File: config.mk
export PLATFORM = sky130hd
export DESIGN_NAME = id_ex_pipe_reg
export DESIGN_NICKNAME = d
export VERILOG_FILES = /design/src/rtl/id_ex_pipe_reg.sv
export SDC_FILE = /design/constraint.sdc
export NUM_CORES = 1
export LEC_CHECK = 0
export ABC_AREA = 1
export BUFFER_PORTS_ARGS = -buffer_cell sky130_fd_sc_hd__clkbuf_2
export CAP_MARGIN = 20
export CORE_AREA = 2 2 142 144
export CTS_CLUSTER_DIAMETER = 60
export DETAILED_ROUTE_END_ITERATION = 7
export DIE_AREA = 0 0 144 146
export PLACE_DENSITY = 0.83
export SLEW_MARGIN = 20
export SYNTH_ARGS = -nofsm -noshare
export SYNTH_HDL_FRONTEND = slang
export SYNTH_SLANG_ARGS = --single-unit
File: constraint.sdc
create_clock -name clk -period 1.8 [get_ports clk]
set_input_delay 0 -clock clk [delete_from_list [all_inputs] [get_ports clk]]
set_output_delay 0 -clock clk [all_outputs]
set_load 0.02 [all_outputs]
File: src/rtl/id_ex_pipe_reg.sv
// id_ex_pipe_reg: ID->EX pipeline register with load-use stall, flush bubbling, hold and bubble counters
module id_ex_pipe_reg #(
    parameter int         XLEN     = 32,
    parameter int         CNT_W    = 16,
    parameter logic [1:0] LOAD_SRC = 2'b01
) (
    input  logic             clk,
    input  logic             rst_n,
    input  logic             hold,
    input  logic             br_taken_ex,
    input  logic             valid_id,
    input  logic [XLEN-1:0]  pc_id,
    input  logic [XLEN-1:0]  rs1_data_id,
    input  logic [XLEN-1:0]  rs2_data_id,
    input  logic [XLEN-1:0]  imm_id,
    input  logic [4:0]       rs1_id,
    input  logic [4:0]       rs2_id,
    input  logic [4:0]       rd_id,
    input  logic [3:0]       ALUOp_id,
    input  logic [4:0]       BrOp_id,
    input  logic             AluASrc_id,
    input  logic             AluBSrc_id,
    input  logic [2:0]       DMCtrl_id,
    input  logic [1:0]       RUDataWrSrc_id,
    input  logic             RuWr_id,
    input  logic             DMWr_id,
    output logic             valid_ex,
    output logic [XLEN-1:0]  pc_ex,
    output logic [XLEN-1:0]  rs1_data_ex,
    output logic [XLEN-1:0]  rs2_data_ex,
    output logic [XLEN-1:0]  imm_ex,
    output logic [4:0]       rs1_ex,
    output logic [4:0]       rs2_ex,
    output logic [4:0]       rd_ex,
    output logic [3:0]       ALUOp_ex,
    output logic [4:0]       BrOp_ex,
    output logic             AluASrc_ex,
    output logic             AluBSrc_ex,
    output logic [2:0]       DMCtrl_ex,
    output logic [1:0]       RUDataWrSrc_ex,
    output logic             RuWr_ex,
    output logic             DMWr_ex,
    output logic             stall_id,
    output logic [CNT_W-1:0] bubble_cnt,
    output logic [CNT_W-1:0] flush_cnt
);
    typedef struct packed {
        logic            valid;
        logic [XLEN-1:0] pc;
        logic [XLEN-1:0] rs1_data;
        logic [XLEN-1:0] rs2_data;
        logic [XLEN-1:0] imm;
        logic [4:0]      rs1;
        logic [4:0]      rs2;
        logic [4:0]      rd;
        logic [3:0]      alu_op;
        logic [4:0]      br_op;
        logic            alu_a_src;
        logic            alu_b_src;
        logic [2:0]      dm_ctrl;
        logic [1:0]      wr_src;
        logic            ru_wr;
        logic            dm_wr;
    } stage_t;

    stage_t     id_s, ex_d, ex_q;
    logic [CNT_W-1:0] bubble_cnt_d, bubble_cnt_q, flush_cnt_d, flush_cnt_q;
    logic       load_use;

    assign id_s = '{valid: valid_id, pc: pc_id, rs1_data: rs1_data_id, rs2_data: rs2_data_id,
                    imm: imm_id, rs1: rs1_id, rs2: rs2_id, rd: rd_id, alu_op: ALUOp_id,
                    br_op: BrOp_id, alu_a_src: AluASrc_id, alu_b_src: AluBSrc_id,
                    dm_ctrl: DMCtrl_id, wr_src: RUDataWrSrc_id, ru_wr: RuWr_id, dm_wr: DMWr_id};

    assign load_use = ex_q.valid & ex_q.ru_wr & (ex_q.wr_src == LOAD_SRC) & (ex_q.rd != 5'd0)
                    & valid_id & ((ex_q.rd == rs1_id) | (ex_q.rd == rs2_id));
    assign stall_id = load_use & ~br_taken_ex;

    always_comb begin
        ex_d         = hold ? ex_q : (br_taken_ex | load_use) ? '0 : id_s;
        flush_cnt_d  = (!hold && br_taken_ex && !(&flush_cnt_q)) ? flush_cnt_q + 1'b1 : flush_cnt_q;
        bubble_cnt_d = (!hold && stall_id && !(&bubble_cnt_q)) ? bubble_cnt_q + 1'b1 : bubble_cnt_q;
    end

    always_ff @(posedge clk or negedge rst_n) begin
        if (!rst_n) begin
            ex_q         <= '0;
            bubble_cnt_q <= '0;
            flush_cnt_q  <= '0;
        end else begin
            ex_q         <= ex_d;
            bubble_cnt_q <= bubble_cnt_d;
            flush_cnt_q  <= flush_cnt_d;
        end
    end

    assign valid_ex       = ex_q.valid;
    assign pc_ex          = ex_q.pc;
    assign rs1_data_ex    = ex_q.rs1_data;
    assign rs2_data_ex    = ex_q.rs2_data;
    assign imm_ex         = ex_q.imm;
    assign rs1_ex         = ex_q.rs1;
    assign rs2_ex         = ex_q.rs2;
    assign rd_ex          = ex_q.rd;
    assign ALUOp_ex       = ex_q.alu_op;
    assign BrOp_ex        = ex_q.br_op;
    assign AluASrc_ex     = ex_q.alu_a_src;
    assign AluBSrc_ex     = ex_q.alu_b_src;
    assign DMCtrl_ex      = ex_q.dm_ctrl;
    assign RUDataWrSrc_ex = ex_q.wr_src;
    assign RuWr_ex        = ex_q.ru_wr;
    assign DMWr_ex        = ex_q.dm_wr;
    assign bubble_cnt     = bubble_cnt_q;
    assign flush_cnt      = flush_cnt_q;
endmodule

Word-level counts from Yosys, hierarchy flattened

Cells that the tools add are included.

Register bits after elaboration: 194
Bits of input ports: 166
Output and inout bits: 195
Logic and storage cells: 43

Add/sub/neg operators: 2
Equal/unequal tests: 3
Multiplexer cells: 1
Bitwise gates (word level): 9
Reductions and logical operators: 10

Operator list:

| cell                                                 | count |
|---|---|
| 2-to-1 mux 162 bit                                   | 1 |
| adder 16 x 1 -> 16 bit (second input constant)       | 2 |
| AND reduction 16 bit                                 | 2 |
| equality test 5 bit                                  | 2 |
| AND 1 bit                                            | 6 |
| nonzero test 5 bit                                   | 1 |
| logical AND 1 bit                                    | 4 |
| logical NOT 1 bit                                    | 3 |
| equality test 2 x 1 -> 1 bit (second input constant) | 1 |
| OR 1 bit                                             | 2 |
| NOT 1 bit                                            | 1 |

Longest topological paths before layout

Word-level depth: 8
Depth in mapped cells: 11
Mapped depth without buffers: 10

Least setup slack after synthesis

OpenSTA, ideal clock, no wires.

Path type: register -> register
Start: reg bubble_cnt_q[0] (netlist: bubble_cnt[0])
End: reg bubble_cnt_q[4] (netlist: bubble_cnt[4])
Library setup time: 122 ps
Data arrival time: 1572 ps
Required time: 1678 ps
Setup slack: 106 ps
Stages on the path, launching flop included: 10
Buffers on the path: 1
Period minus slack after synthesis: 1694 ps
Cell sequence: dfrtp_1 > ha_1 > nand2_1 > nor2_4 > nand4_1 > o21ai_2 > nor2_2 > buf_6 > nor2_1 > nor2_1

Word-level cells in the longest chain between the ends: 3
Elaborated cells on any way between the ends: 4
Classes of those cells: 1 x add/sub; 3 x reduce/logical

RTL lines:

| element                                                        | line | RTL |
|---|---|---|
| from (decl)                                                    | 67   | `logic [CNT_W-1:0] bubble_cnt_d, bubble_cnt_q, flush_cnt_d, flush_cnt_q;` |
| from (signal assigned)                                         | 92   | `bubble_cnt_q <= bubble_cnt_d;` |
| branches (longest 3 deep; another with adder 16 x 1 -> 16 bit) | n/a  |  |

Parallel ways; which one is timed is not known.
A chain may end at the register's enable or synchronous reset.

Final worst setup path

Start: reg ex_q (netlist bit rd_ex[0])
End: reg ex_q (netlist bit DMCtrl_ex[2])

Word-level cells in the longest chain between the ends: 6
Elaborated cells on any way between the ends: 9
Classes of those cells: 2 x eq/ne; 1 x mux; 5 x bitwise; 1 x reduce/logical

RTL lines:

| element                | line | RTL |
|---|---|---|
| from (decl)            | 66   | `stage_t id_s, ex_d, ex_q;` |
| from (signal assigned) | 87   | `ex_q <= '0;` |
| from (signal assigned) | 91   | `ex_q <= ex_d;` |
| nonzero test 5 bit     | 75   | `assign load_use = ex_q.valid & ex_q.ru_wr & (ex_q.wr_src == LOAD_SRC) & (ex_q.rd != 5'd0)` |
| AND 1 bit              | 75   |  |
| AND 1 bit              | 76   | `& valid_id & ((ex_q.rd == rs1_id) \| (ex_q.rd == rs2_id));` |
| AND 1 bit *            | 76   |  |
| OR 1 bit *             | 80   | `ex_d = hold ? ex_q : (br_taken_ex \| load_use) ? '0 : id_s;` |
| 2-to-1 mux 162 bit *   | 80   |  |

Mark *: on every way between the ends. The rest lies on a longest branch, timed or not.

==> impl_metrics.py <==
metrics = {
    "floorplanning": {
        "core_area_um2": 19300,
        "boundaryPins": 361,
        "chipWidth_um": 144,
        "die_area_um2": 21000,
        "die_height_um": 146,
        "starting_density_of_the_core_pct": 44.6,
        "std_cell_rows": 51,
    },
    "worst_setup_path": {
        "crit_path_end_kind": "flop",
        "timing_worst_setup_path_type": "flop to flop",
        "critical-path-max-stage-delay_ns": 0.46,
        "critical_path.slowest_cell": "sky130_fd_sc_hd__dfrtp_2",
        "critical_path_arrival_ns": 2.24,
        "cp-start-kind": "flop",
        "cp_cell_sequence": "nand2_2 > inv_2 > nor2_1 > nor2_1 > nand3_1 > nand2_2 > nand2_4 > nand2_4 > buf_16 > o21ai_0",
        "cp.required_ns": 2.13,
        "cp_max_fo": 7,
    },
    "cells_and_area": {
        "nNetsFinal": 1666,
        "layout.cell_area.non_filler_um2": 13300,
        "nFillCells": 1315,
        "synthToLayoutAreaGrowth_pct": 54.3,
        "share_of_layout_cells_above_drive_strength_1_pct": 35.2,
    },
    "place": {
        "globalplace.congestion": 0.909,
        "hpwl_um": 17400,
        "placed_cell_area_um2": 10700,
        "placement.io_buffers": 360,
        "post-place-ws_ns": -0.0996,
    },
    "logic_synthesis": {
        "syn_avg_cell_area_um2": 8.85,
        "synth_nets": 1142,
        "synth_cell_type_count": 26,
        "post_synthesis_cell_area_um2": 8620,
        "postSynthRegisterBits": 194,
        "ys_async_sr_fraction_pct": 100,
        "synth_edf_count": 0,
        "ys_dominant_reg_cell": "sky130_fd_sc_hd__dfrtp_1",
        "syn_inst": 974,
        "number_of_warnings_printed_during_yosys_synthesis": 0,
        "synth-seq-area-share_pct": 56.3,
    },
    "grt": {
        "overflow": 0,
        "first_global_vias": 9467,
        "global_route_usage_sum_pct": 29.6,
        "antenna_found_initial": 1,
        "largest_net_degree_at_the_start_of_global_routing": 169,
        "first_pass_grt_wire_length_um": 48800,
    },
    "sta": {
        "number_of_setup_violations_in_the_final_report": 46,
        "timing_worst_slew_pin_value_ns": 0.857,
        "timing.final.hold_violations": 0,
        "clock.fmax_ghz": 0.523,
        "layout_worst_path_cycle_share_pct": 106,
        "final_max_slew_viol_count": 0,
        "period_needed_ns": 1.91,
        "slew_headroom_pct": 42.9,
        "finalWorstSetupSlack_ns": -0.113,
        "final.setup_skew_ns": 0.0108,
        "setup_repair_after_global_routing_missed_its_margin": "true",
    },
    "route": {
        "num_vias": 9329,
        "vias_per_cell": 5.25,
        "routed_wl_um": 32600,
        "dr.first_iter.drc_count": 699,
        "first_pass_iters": 7,
        "wl_per_cell_um": 18.3,
        "postRouteAntennaNets": 0,
        "total_drc_errors_in_the_routed_layout": 0,
    },
    "clock_network": {
        "root_buffer_selected_by_cts": "sky130_fd_sc_hd__clkbuf_16",
        "worst_setup_hold_path_clk_slew_ns": 0.08,
        "clock_path_buffers": 2,
        "number_of_sinks_driven_by_the_clock_tree": 194,
        "tritoncts.num_buffers": 17,
        "clock_tree_from_tritoncts": "done",
        "insertion_delay_ns": 0.44,
        "cts.htree.levels": 4,
    },
    "job": {
        "maxCapViolations": 0,
    },
    "pwr": {
        "share_comb_of_total_power_pct": 20.5,
        "power_density_nw_per_um2": 858,
        "power_report.internal_total_uw": 7880,
        "power.switching_uw": 3530,
        "power_frac_seq_pct": 43.6,
        "power.switching_fraction_pct": 30.9,
        "worst_ir_drop_vdd_mv": 0.624,
        "clock_network_power_share_pct": 35.9,
        "total_leakage_power_uw": 0.00693,
    },
    "run_status": {
        "violations_in_the_final_reports": "negative setup slack",
        "result_of_the_run": "finished with violations",
    },
    "hold_path": {
        "hp-class": "input pin to async pin",
    },
}
[power by group through the flow]
stage               Clock, µW  Combinational (µW)  Sequential (µW)
finish                   4100                2340             4970
global route             4340                2500             5000
CTS                      4120                2200             4940
detailed placement          0                1900             5020
global placement            0                1870             5010
floorplan                   0                 636             5420
[synth_stat cells, types with 2 or more instances]
cell | number | share of area (%)
sky130_fd_sc_hd__ha_1 | 2 | 0.29
sky130_fd_sc_hd__dfrtp_1 | 194 | 56
sky130_fd_sc_hd__xnor2_1 | 8 | 0.81
sky130_fd_sc_hd__inv_1 | 35 | 1.5
sky130_fd_sc_hd__o21ai_2 | 74 | 7.5
sky130_fd_sc_hd__o21ai_1 | 5 | 0.29
sky130_fd_sc_hd__o21ai_0 | 90 | 5.2
sky130_fd_sc_hd__buf_2 | 4 | 0.23
sky130_fd_sc_hd__inv_2 | 5 | 0.22
sky130_fd_sc_hd__buf_6 | 10 | 1.3
sky130_fd_sc_hd__nand2_1 | 395 | 17
sky130_fd_sc_hd__xor2_1 | 20 | 2.0
sky130_fd_sc_hd__o22ai_1 | 6 | 0.44
sky130_fd_sc_hd__nor3_1 | 16 | 0.93
sky130_fd_sc_hd__nand4_1 | 3 | 0.22
sky130_fd_sc_hd__nand3b_1 | 2 | 0.17
sky130_fd_sc_hd__nand3_2 | 2 | 0.23
sky130_fd_sc_hd__clkbuf_1 | 42 | 1.8
sky130_fd_sc_hd__nand3_1 | 13 | 0.75
sky130_fd_sc_hd__nor2_1 | 42 | 1.8
[sequential cells by signal (all words and copies together), names as in the netlist]
signal          flops
flush_cnt          16
RUDataWrSrc_ex      2
imm_ex             32
valid_ex            1
AluBSrc_ex          1
AluASrc_ex          1
rs1_ex              5
ALUOp_ex            4
bubble_cnt         16
rs2_data_ex        32
rs2_ex              5
pc_ex              32
rd_ex               5
DMCtrl_ex           3
rs1_data_ex        32
BrOp_ex             5
RuWr_ex             1
DMWr_ex             1
[cell families (layout without fill, tap and decap cells)]
family | after synthesis | after routing | share of synthesized area (%)
other | 0 | 1 | 0
buffers and inverters | 99 | 631 | 5.41
flip-flops | 194 | 194 | 56.3
AND/OR/NAND/NOR | 476 | 480 | 21.7
AO/OA/AOI/OAI | 175 | 175 | 13.5
XOR/XNOR | 28 | 28 | 2.84
adder cells (fa/ha/maj) | 2 | 2 | 0.290
[worst paths after layout]
check / endpoint / slack [ns] / start / cells past startpoint
worst min register to register: pc_ex[24]$_DFFE_PN0N_ / 0.48 / pc_ex[24]$_DFFE_PN0N_ / 2
worst max-delay path: DMCtrl_ex[2]$_DFFE_PN0N_ / -0.11 / rd_ex[0]$_DFFE_PN0N_ / 10
min in group clk: DMWr_ex$_DFFE_PN0N_ / 0.26 / br_taken_ex / 4
worst max register to register: DMCtrl_ex[2]$_DFFE_PN0N_ / -0.11 / rd_ex[0]$_DFFE_PN0N_ / 10
worst min-delay path: flush_cnt[9]$_DFFE_PN0P_ / 0.10 / rst_n / 2
max in group asynchronous: rs1_data_ex[16]$_DFFE_PN0N_ / 1.05 / rst_n / 3
[metrics by stage]
step           util (%)  setup TNS (ns)  total power, µW  hold slack, ns  std cells
2_1_floorplan         -               0             6060          -0.296        974
3_3_place_gp       55.6               0             6870         0.00928       1567
3_5_place_dp       55.6           -1.25             6920         0.00684       1567
4_1_cts            67.4         -0.0156            11300           0.125       1764
5_1_grt            68.8           -7.72            11800           0.133       1776
6_report           68.8          -0.968            11400           0.102       1776
[worst max-delay path, delay by kind of cell (launching register included)]
family / cells / cell delay (ns)
AOI/OAI and AO/OA: 1 / 0.24
buffers and inverters: 2 / 0.26
DFF: 1 / 0.46
and+or+nand+nor: 7 / 0.83
[cell usage in the layout (no fill, tap or decap), types with 2 or more instances in the layout]
master                          synthesis  final
sky130_fd_sc_hd__ha_1                   2      2
sky130_fd_sc_hd__o21ai_2               74     73
sky130_fd_sc_hd__nand4_1                3      3
sky130_fd_sc_hd__buf_4                  1     19
sky130_fd_sc_hd__xnor2_1                8      8
sky130_fd_sc_hd__dlygate4sd3_1          0    164
sky130_fd_sc_hd__inv_6                  0      3
sky130_fd_sc_hd__nand3_2                2      2
sky130_fd_sc_hd__buf_16                 0      2
sky130_fd_sc_hd__nand3_1               13     12
sky130_fd_sc_hd__nand2_1              395    391
sky130_fd_sc_hd__xor2_1                20     20
sky130_fd_sc_hd__buf_12                 0      5
sky130_fd_sc_hd__o21ai_0               90     81
sky130_fd_sc_hd__inv_8                  0      2
sky130_fd_sc_hd__nand2_2                0      3
sky130_fd_sc_hd__nor3_1                16     10
sky130_fd_sc_hd__nand3b_1               2      2
sky130_fd_sc_hd__clkinv_4               0      2
sky130_fd_sc_hd__clkbuf_8               0      2
sky130_fd_sc_hd__nor2_1                42     38
sky130_fd_sc_hd__o21ai_1                5     14
sky130_fd_sc_hd__inv_2                  5      7
sky130_fd_sc_hd__buf_6                 10      7
sky130_fd_sc_hd__clkinvlp_4             0      2
sky130_fd_sc_hd__bufinv_16              0      3
sky130_fd_sc_hd__o22ai_1                6      6
sky130_fd_sc_hd__inv_1                 35     33
sky130_fd_sc_hd__nor3_2                 0      6
sky130_fd_sc_hd__nor2_4                 1      4
sky130_fd_sc_hd__clkbuf_2               0    357
sky130_fd_sc_hd__nor2_2                 1      4
sky130_fd_sc_hd__nand2_4                1      3
sky130_fd_sc_hd__dfrtp_1              194    193
sky130_fd_sc_hd__clkbuf_16              0     20
[area by class of cell]
cell class              instances  area [µm²]  share of cell area [%]
flip-flops and latches        194        4860                    36.5
repair buffers                559        3910                    29.4
multi-input cells             685        3430                    25.8
clock buffers                  19         443                    3.33
well taps                     265         332                    2.49
clock inverters                12         171                    1.29
inverters                      41         156                    1.18
diodes                          1        2.50                  0.0188
[timing repair]
action	in CTS	in global routing
pin swaps	1	9
gates cloned	0	7
setup buffers	2	4
hold endpoints to repair	356	0
endpoints found under the setup margin	23	179
gates resized for setup	4	42
hold buffers	164	0
[per-layer routing]
layer  part of all wire [%]  track usage, %  vias to the layer above
met1                     36            33.2                     4439
met4                    5.5            16.2                        0
li1                       -               -                     4136
met3                    8.4            7.70                      158
met5                      0               0                        -
met2                     51            50.8                      596
Note: power is estimated with default switching activity, not from simulation.
